$ cat config.mk
export PLATFORM = sky130hd
export DESIGN_NAME = control_sequencer
export DESIGN_NICKNAME = d
export VERILOG_FILES = /design/src/rtl/cpu_ctrl_pkg.sv /design/src/rtl/alu_op_decode.sv /design/src/rtl/control_sequencer.sv
export SDC_FILE = /design/constraint.sdc
export NUM_CORES = 1
export LEC_CHECK = 0
export CORE_UTILIZATION = 40
export CTS_CLUSTER_SIZE = 25
export DETAILED_ROUTE_END_ITERATION = 7
export PLACE_DENSITY = 0.74
export SYNTH_ARGS = -nofsm -noshare
export SYNTH_HDL_FRONTEND = slang
export SYNTH_SLANG_ARGS = --single-unit
$ cat constraint.sdc
create_clock -name clk -period 5.3 [get_ports clk]
set_clock_uncertainty 0.1 [all_clocks]
set_input_delay 1.59 -clock clk [delete_from_list [all_inputs] [get_ports clk]]
set_output_delay 1.59 -clock clk [all_outputs]
set_load 0.02 [all_outputs]
$ cat src/rtl/cpu_ctrl_pkg.sv
// Shared types for the ALU control sequencer: ALU operation codes, FSM states,
// instruction classes and the per-cycle control word.
package cpu_ctrl_pkg;

  localparam logic [4:0] ALU_AND  = 5'b00101;
  localparam logic [4:0] ALU_OR   = 5'b00110;
  localparam logic [4:0] ALU_ADD  = 5'b00011;
  localparam logic [4:0] ALU_SUB  = 5'b00100;
  localparam logic [4:0] ALU_MUL  = 5'b10000;
  localparam logic [4:0] ALU_DIV  = 5'b01111;
  localparam logic [4:0] ALU_SHR  = 5'b01001;
  localparam logic [4:0] ALU_SHRA = 5'b01010;
  localparam logic [4:0] ALU_SHL  = 5'b01011;
  localparam logic [4:0] ALU_ROR  = 5'b00111;
  localparam logic [4:0] ALU_ROL  = 5'b01000;
  localparam logic [4:0] ALU_NEG  = 5'b10001;
  localparam logic [4:0] ALU_NOT  = 5'b10010;
  localparam logic [4:0] ALU_INC  = 5'b11111;

  localparam logic [4:0] OP_HALT  = 5'b00000;

  typedef enum logic [3:0] {
    RST, F0, F1, F2, E3, E4, E5, E6, HLT
  } state_e;

  typedef enum logic [2:0] {
    BIN, UNARY, WIDE, HALT, ILLEGAL
  } instr_class_e;

  typedef struct packed {
    logic [4:0] alu_ctrl;
    logic       pc_out;
    logic       zlo_out;
    logic       zhi_out;
    logic       mdr_out;
    logic       reg_out_en;
    logic [3:0] reg_out_sel;
    logic       pc_in;
    logic       mar_in;
    logic       ir_in;
    logic       y_in;
    logic       z_in;
    logic       hi_in;
    logic       lo_in;
    logic       reg_in_en;
    logic [3:0] reg_in_sel;
    logic       mem_read;
  } ctrl_t;

  // True for the classes that run the execute sequence through the ALU.
  function automatic logic class_is_alu(input instr_class_e c);
    return (c == BIN) || (c == UNARY) || (c == WIDE);
  endfunction

endpackage

$ cat src/rtl/alu_op_decode.sv
// Combinational opcode classifier: maps the 5-bit opcode onto the execute
// sequence it needs. Anything not explicitly listed (including INC) is illegal.
module alu_op_decode
  import cpu_ctrl_pkg::*;
(
  input  logic [4:0]   opcode,
  output instr_class_e op_class
);

  always_comb begin
    op_class = ILLEGAL;
    case (opcode)
      ALU_AND, ALU_OR, ALU_ADD, ALU_SUB,
      ALU_SHR, ALU_SHRA, ALU_SHL, ALU_ROR, ALU_ROL: op_class = BIN;
      ALU_NEG, ALU_NOT:                             op_class = UNARY;
      ALU_MUL, ALU_DIV:                             op_class = WIDE;
      OP_HALT:                                      op_class = HALT;
      default:                                      op_class = ILLEGAL;
    endcase
  end

endmodule

$ cat src/rtl/control_sequencer.sv
// Fetch/execute control sequencer for the ALU datapath. Define MEM_TIMEOUT_EN
// to bound the F1 memory wait by TIMEOUT_CYCLES and report bus_err on expiry.
module control_sequencer
  import cpu_ctrl_pkg::*;
#(
  parameter int TIMEOUT_CYCLES = 255
) (
  input  logic        clk,
  input  logic        clear,
  input  logic [31:0] ir,
  input  logic        mem_ready,
  output logic [4:0]  alu_ctrl,
  output logic        pc_out,
  output logic        zlo_out,
  output logic        zhi_out,
  output logic        mdr_out,
  output logic        reg_out_en,
  output logic [3:0]  reg_out_sel,
  output logic        pc_in,
  output logic        mar_in,
  output logic        ir_in,
  output logic        y_in,
  output logic        z_in,
  output logic        hi_in,
  output logic        lo_in,
  output logic        reg_in_en,
  output logic [3:0]  reg_in_sel,
  output logic        mem_read,
  output logic        halted,
  output logic        illegal,
  output logic        bus_err,
  output logic [31:0] instr_count,
  output state_e      state_dbg
);

  logic [4:0]   opcode;
  logic [3:0]   ra, rb, rc;
  instr_class_e op_class;
  logic         unused_ir;

  assign opcode    = ir[31:27];
  assign ra        = ir[26:23];
  assign rb        = ir[22:19];
  assign rc        = ir[18:15];
  assign unused_ir = ^ir[14:0];

  alu_op_decode u_decode (
    .opcode   (opcode),
    .op_class (op_class)
  );

  state_e      state_q, state_d;
  logic [31:0] count_q, count_d;
  logic        halted_q, halted_d;
  logic        illegal_q, illegal_d;

`ifdef MEM_TIMEOUT_EN
  localparam int WAIT_W = ($clog2(TIMEOUT_CYCLES + 1) > 8) ? $clog2(TIMEOUT_CYCLES + 1) : 8;
  localparam logic [WAIT_W-1:0] WAIT_LAST = WAIT_W'(TIMEOUT_CYCLES - 1);

  logic [WAIT_W-1:0] wait_q, wait_d;
  logic              bus_err_q, bus_err_d;
`else
  localparam int unused_timeout = TIMEOUT_CYCLES;
`endif

  // Memory handshake: mem_read is held for every F1 cycle; the read completes
  // in the first F1 cycle where mem_ready is sampled high, and only then does
  // the sequencer leave F1.
  always_comb begin
    state_d   = state_q;
    count_d   = count_q;
    halted_d  = halted_q;
    illegal_d = illegal_q;
`ifdef MEM_TIMEOUT_EN
    wait_d    = wait_q;
    bus_err_d = bus_err_q;
`endif
    case (state_q)
      RST: state_d = F0;
      F0: begin
        state_d = F1;
`ifdef MEM_TIMEOUT_EN
        wait_d  = '0;
`endif
      end
      F1: begin
        if (mem_ready) begin
          state_d = F2;
        end
`ifdef MEM_TIMEOUT_EN
        else if (wait_q == WAIT_LAST) begin
          state_d   = HLT;
          halted_d  = 1'b1;
          bus_err_d = 1'b1;
        end else begin
          wait_d = wait_q + 1'b1;
        end
`endif
      end
      F2: state_d = E3;
      E3: begin
        case (op_class)
          HALT: begin
            state_d  = HLT;
            halted_d = 1'b1;
          end
          ILLEGAL: begin
            state_d   = HLT;
            halted_d  = 1'b1;
            illegal_d = 1'b1;
          end
          default: state_d = E4;
        endcase
      end
      E4: state_d = E5;
      E5: begin
        if (op_class == WIDE) begin
          state_d = E6;
        end else begin
          state_d = F0;
          count_d = count_q + 32'd1;
        end
      end
      E6: begin
        state_d = F0;
        count_d = count_q + 32'd1;
      end
      HLT:     state_d = HLT;
      default: state_d = RST;
    endcase
  end

  always_ff @(posedge clk) begin
    if (clear) begin
      state_q   <= RST;
      count_q   <= '0;
      halted_q  <= 1'b0;
      illegal_q <= 1'b0;
`ifdef MEM_TIMEOUT_EN
      wait_q    <= '0;
      bus_err_q <= 1'b0;
`endif
    end else begin
      state_q   <= state_d;
      count_q   <= count_d;
      halted_q  <= halted_d;
      illegal_q <= illegal_d;
`ifdef MEM_TIMEOUT_EN
      wait_q    <= wait_d;
      bus_err_q <= bus_err_d;
`endif
    end
  end

  // Control word is a function of the current state, the held IR and, in F1
  // only, mem_ready so the PC increment lands in the same cycle as the read.
  ctrl_t ctrl;

  always_comb begin
    ctrl = '0;
    case (state_q)
      F0: begin
        ctrl.pc_out   = 1'b1;
        ctrl.mar_in   = 1'b1;
        ctrl.alu_ctrl = ALU_INC;
        ctrl.z_in     = 1'b1;
      end
      F1: begin
        ctrl.mem_read = 1'b1;
        if (mem_ready) begin
          ctrl.zlo_out = 1'b1;
          ctrl.pc_in   = 1'b1;
        end
      end
      F2: begin
        ctrl.mdr_out = 1'b1;
        ctrl.ir_in   = 1'b1;
      end
      E3: begin
        if (class_is_alu(op_class)) begin
          ctrl.reg_out_en  = 1'b1;
          ctrl.reg_out_sel = rb;
          ctrl.y_in        = 1'b1;
        end
      end
      E4: begin
        ctrl.reg_out_en  = 1'b1;
        ctrl.reg_out_sel = (op_class == UNARY) ? rb : rc;
        ctrl.alu_ctrl    = opcode;
        ctrl.z_in        = 1'b1;
      end
      E5: begin
        ctrl.zlo_out = 1'b1;
        if (op_class == WIDE) begin
          ctrl.lo_in = 1'b1;
        end else begin
          ctrl.reg_in_en  = 1'b1;
          ctrl.reg_in_sel = ra;
        end
      end
      E6: begin
        ctrl.zhi_out = 1'b1;
        ctrl.hi_in   = 1'b1;
      end
      default: ctrl = '0;
    endcase
  end

  assign alu_ctrl    = ctrl.alu_ctrl;
  assign pc_out      = ctrl.pc_out;
  assign zlo_out     = ctrl.zlo_out;
  assign zhi_out     = ctrl.zhi_out;
  assign mdr_out     = ctrl.mdr_out;
  assign reg_out_en  = ctrl.reg_out_en;
  assign reg_out_sel = ctrl.reg_out_sel;
  assign pc_in       = ctrl.pc_in;
  assign mar_in      = ctrl.mar_in;
  assign ir_in       = ctrl.ir_in;
  assign y_in        = ctrl.y_in;
  assign z_in        = ctrl.z_in;
  assign hi_in       = ctrl.hi_in;
  assign lo_in       = ctrl.lo_in;
  assign reg_in_en   = ctrl.reg_in_en;
  assign reg_in_sel  = ctrl.reg_in_sel;
  assign mem_read    = ctrl.mem_read;

  assign halted      = halted_q;
  assign illegal     = illegal_q;
  assign instr_count = count_q;
  assign state_dbg   = state_q;

`ifdef MEM_TIMEOUT_EN
  assign bus_err = bus_err_q;
`else
  assign bus_err = 1'b0;
`endif

endmodule

# Yosys cells after proc, flatten, opt, wreduce, memory -nomap -nowiden
# Memory sizes are Yosys's and may differ from the RTL's.
# Index checks and enable logic that the tools add are counted.
# W data, S select, Z words.
[op_classes]
n_lt_le_gt_ge = 0
mul = 0
div = 0
n_reduce_logical = 11
eq_ne = 14
muxes = 23
add_sub_neg = 1
n_bitwise = 0
shift = 0
[ops]
columns = ["cell", "count"]
rows = [
  ["$pmux W32 S2", 1],
  ["$add A32 B1 Y32 const B", 1],
  ["$mux W32", 1],
  ["$pmux W4 S8", 1],
  ["$pmux W5 S2", 2],
  ["$eq A4 B3 Y1 const B", 4],
  ["$mux W4", 3],
  ["$mux W1", 10],
  ["$mux W5", 2],
  ["$eq A4 B2 Y1 const B", 2],
  ["$eq A3 B2 Y1 const B", 2],
  ["$mux W6", 1],
  ["$reduce_and A2 Y1", 3],
  ["$reduce_or A2 Y1", 3],
  ["$eq A4 B1 Y1 const B", 1],
  ["$eq A4 B4 Y1 const B", 1],
  ["$logic_not A4 Y1", 1],
  ["$ne A2 B2 Y1 const B", 2],
  ["$eq A3 B1 Y1 const B", 1],
  ["$eq A3 B3 Y1 const B", 1],
  ["$logic_not A3 Y1", 1],
  ["$mux W3", 1],
  ["$logic_or A1 B1 Y1", 2],
  ["$pmux W1 S2", 1],
  ["$reduce_bool A2 Y1", 1],
]
[word_totals]
reg_bits = 38
latchBits = 0
mem_bits_rw = 0
romBits = 96
word_cells = 54
n_memories = 1
input_bits = 35
out_inout_bits = 66
[memory_table]
columns = ["memory", "depth", "word_bits", "rd", "rd_ports_with_merged_regs", "write_ports", "line", "text"]
rows = [
  ["(no name shown)", 32, 3, 1, 0, 0, "alu_op_decode.sv:12", "case (opcode)"],
]

# Longest topological paths before layout
# An unclocked memory read counts as a cell.
[logic_depth]
ltp_word = 6
depth_mapped = 9
ltp_nobuf = 7

# Modules after synthesis
# From an unflattened synthesis, not the netlist that was laid out.
[unflattened]
cells_unflattened = 284
area_unflattened_um2 = 2282.2
[modules_own_cells]
columns = ["module", "instances", "cells_per_inst", "area_per_inst_um2"]
rows = [
  ["control_sequencer", 1, 269, 2180.8],
  ["alu_op_decode", 1, 15, 101.3],
]

# Worst setup path after synthesis
# OpenSTA, ideal clock, no wires.
[synth_timing]
path_kind = "input to output"
startpoint = "input ir[27]"
endpoint = "output reg_out_sel[0]"
path_slack_ps = 250
n_path_buf = 1
t_arrival_ps = 3360
cell_stages = 6
path_cell_list = "ha_1 -> or4b_1 -> or3_1 -> clkbuf_1 -> mux2i_1 -> o2bb2ai_1"
[synth_between]
elab_chain_cells = 6
[synth_lines]
columns = ["element", "line", "text"]
rows = [
  ["from (decl)", "control_sequencer.sv:10", "input logic [31:0] ir,"],
  ["$mem_v2 Z32 W3 (*)", "n/a", ""],
  ["$eq A3 B1 Y1 or $logic_not A3 Y1 (tied branches)", "cpu_ctrl_pkg.sv:52, control_sequencer.sv:189", ""],
  ["$logic_or A1 B1 Y1 (2 in series)", "cpu_ctrl_pkg.sv:52", "return (c == BIN) || (c == UNARY) || (c == WIDE);"],
  ["$mux W5", "control_sequencer.sv:181", "if (class_is_alu(op_class)) begin"],
  ["$pmux W5 S2 (*)", "control_sequencer.sv:162", "case (state_q)"],
  ["to (decl)", "control_sequencer.sv:18", "output logic [3:0] reg_out_sel,"],
]
# Mark *: on every way between the ends. The rest lies on a longest branch, timed or not.

# Final worst setup path
[layout_timing]
startpoint = "input ir[27]"
endpoint = "output reg_out_sel[1]"
# The elaborated chain is that of the path after synthesis.

==> impl_metrics.csv <==
group,metric,value,unit
outcome,status,"completed",
placement,place.gp.congestion,0.802,
floorplan,initial_core_util,0.417,
sta,slew_headroom,0.578,
drt,drc_errors,0,
sta,timing.final.crit_share,0.982,
power,powerDensity,201,nW/um^2
cts,worstSkewPairLatency,0.28,ns
power,internal_power,469,uW
setup_path,crit_type,"input pin to output port",
finish,fin_nets,413,
drt,totalWireLength,5620,microns
drt,post_drt_wl_per_cell,12.6,microns
logic_synthesis,synthFlopType,"dfxtp_1",
drt,firstDrtPassIters,4,
sta,layout_setup_ws,0.0946,ns
power,netSwitchingFraction,0.296,
finish,antennaDiodeCount,0,
drt,ant_nets,0,
global_route,grt_max_degree,37,
floorplan,die_w,77.8,microns
logic_synthesis,synth_top_area_cell,"dfxtp_1",
global_route,grt.total_usage,0.188,
logic_synthesis,synthCells,291,
power,p_comb_frac,0.272,
logic_synthesis,synth-seq-area-share,0.331,
finish,drive_above_1_share,0.139,
logic_synthesis,synth.net_count,329,
cts,cts.htree.levels,2,
global_route,antenna_found_initial,0,
power,p_clk_frac,0.270,
global_route,grt_pass1_wl,9360,microns
sta,fmax,0.192,GHz
logic_synthesis,yosys_register_bits,38,
sta,max_slew.worst_pin.slew,0.632,ns
floorplan,fp-row-count,27,
power,power.switching,197,uW
sta,final_hold_viol_count,0,
floorplan,io_pins,101,
cts,cts_tree,"built",
logic_synthesis,ys_async_sr_fraction,0,
drt,drtIter0Drc,79,
floorplan,fp.dieH,77.8,microns
placement,place_ws,-0.506,ns
worst_hold_path,hold_class,"flip-flop to flip-flop",
floorplan,fp.dieArea,6050,sq um
logic_synthesis,synth_area_leaders,"dfxtp_1 (33%), xnor2_1 (5.7%), nor2_1 (5.2%), a21oi_1 (4.8%), nand2_1 (3.4%)",
logic_synthesis,yosys_warnings,0,
placement,placedInstanceArea,3220,sq um
power,p_leak,0.00122,uW
placement,dpl.hpwl,4180,microns
power,ir_drop,0.000113,V
power,power,665,uW
placement,port_buffers,84,
drt,vias_per_cell,5.21,
finish,final_cell_area,3320,sq um
setup_path,endpoint_kind,"output port",
logic_synthesis,yosysTopAreaCellShare,0.331,
setup_path,path_max_fanout,4,
cts,post_cts_buffers,0,
logic_synthesis,netlist_area,2300,sq um
power,power_frac_seq,0.457,
cts,clockBufferDepth,2,
cts,cts_root_buf,"clkbuf_8",
global_route,first_global_vias,2040,
setup_path,critPathLaunchType,"input pin",
finish,area_delta_synth_final,44.5,%
logic_synthesis,syn_area_per_cell,7.89,sq um
logic_synthesis,synth_edf_count,0,
setup_path,cp.arrival,3.52,ns
sta,setup_violations,0,
cts,numClockSinks,38,
sta,rsz0062_at_grt,"no",
cts,cts.clk_slew.worst_paths,0.07,ns
floorplan,core_area,5510,sq um
logic_synthesis,synth.distinct_cells,57,
flow_run,drv_cap,0,
finish,n_fill_cell,513,
sta,slew_viol_final,0,
cts,cts_made_buffers,5,
sta,fin_crit,5.21,ns
drt,num_vias,2327,
global_route,globalRouteOverflowTotal,0,
setup_path,cp.required,3.61,ns
repair_timing:
action,4_1_cts,5_1_grt
hold buffers,0,0
pin swaps,0,7
gates resized for setup,39,15
gates cloned,0,0
endpoints found under the setup margin,12,11
stage by stage:
| step | TNS, ns | hold WS, ns | utilization | instances |
|---|---|---|---|---|
| floorplan | 0 | 0.458 | - | 291 |
| global placement | -4.15 | 0.368 | 0.585 | 440 |
| detailed placement | -4.54 | 0.374 | 0.585 | 440 |
| CTS | 0 | 0.390 | 0.601 | 447 |
| global route | 0 | 0.427 | 0.603 | 447 |
| finish | 0 | 0.385 | 0.603 | 447 |
cell usage after synthesis, types with 2 or more instances:
master / count
a21o_1: 2
a21oi_1: 22
a31oi_1: 2
and2_1: 7
and3_1: 3
and4_1: 3
and4b_1: 2
buf_1: 2
buf_2: 9
buf_4: 4
clkbuf_1: 6
dfxtp_1: 38
ha_1: 3
inv_1: 12
mux2i_1: 4
nand2_1: 21
nand3_1: 9
nand3b_1: 2
nand4_1: 4
nor2_1: 32
nor3_1: 13
nor4_1: 6
nor4b_1: 2
o211ai_1: 3
o21a_1: 2
o21ai_0: 13
o2bb2ai_1: 4
or2_2: 2
or3_1: 10
or4_4: 2
xnor2_1: 15
xor2_1: 7
critical path, stage by stage:
cell	delay (ns)
clkdlybuf4s50_1	0.42
ha_2	0.19
or4b_4	0.49
or3_4	0.39
mux2i_1	0.13
o2bb2ai_1	0.14
buf_4	0.16
per-layer routing:
layer	part of all wire	global-route usage	vias to the layer above
met2	0.47	0.315	53
met5	0	0	-
met4	0.0075	0.0491	0
met1	0.47	0.246	1075
li1	-	-	1195
met3	0.046	0.0341	4
path summary, 6_finish.rpt:
| check | startpoint | endpoint | slack (ns) | cells after the start |
|---|---|---|---|---|
| hold reg to reg | illegal | illegal | 0.38 | 2 |
| setup reg to reg | state_dbg[2] | instr_count[30] | 2.72 | 6 |
| hold / removal | illegal | illegal | 0.38 | 2 |
| setup / recovery | ir[27] | reg_out_sel[1] | 0.09 | 7 |
area by class of cell:
cell class / instances / area, sq um / share of cell area
well taps: 72 / 90.1 / 0.0271
clock buffers: 7 / 76.3 / 0.0230
multi-input cells: 219 / 1420 / 0.428
flip-flops and latches: 38 / 761 / 0.229
inverters: 12 / 45.0 / 0.0136
repair buffers: 99 / 925 / 0.279
layout by cell type, fill, tap and decap left out, types with 4 or more instances in the layout:
cell type and instances:
nand3_1 9, nor2_1 32, dfxtp_1 38, buf_4 18, o21ai_0 13, nor4_1 6
nand2_1 21, nand4_1 4, xor2_1 7, a21oi_1 21, nor3_1 13, clkbuf_8 5
or3_1 9, xnor2_1 15, mux2i_1 4, and2_1 7, clkdlybuf4s50_1 71, o2bb2ai_1 4
inv_1 12, clkbuf_2 4
state kept, by name, summed over array words and instances, names as in the netlist:
name         flops
halted           1
state_dbg        4
instr_count     32
illegal          1
kinds of logic after synthesis:
logic type,synth area share
compound gates,0.150
simple gates,0.329
fa+ha+maj,0.0164
flops,0.331
xor+xnor,0.0839
other cells,0.00163
mux,0.0174
buf+inv,0.0703
power by group through the flow:
stage	clock network (uW)	logic [uW]	registers [uW]
2_1_floorplan	0	104	306
3_3_place_gp	0	177	311
3_5_place_dp	0	179	311
4_1_cts	185	180	304
5_1_grt	201	196	307
6_report	180	181	304
No activity file was read; power rests on OpenSTA's default activity.
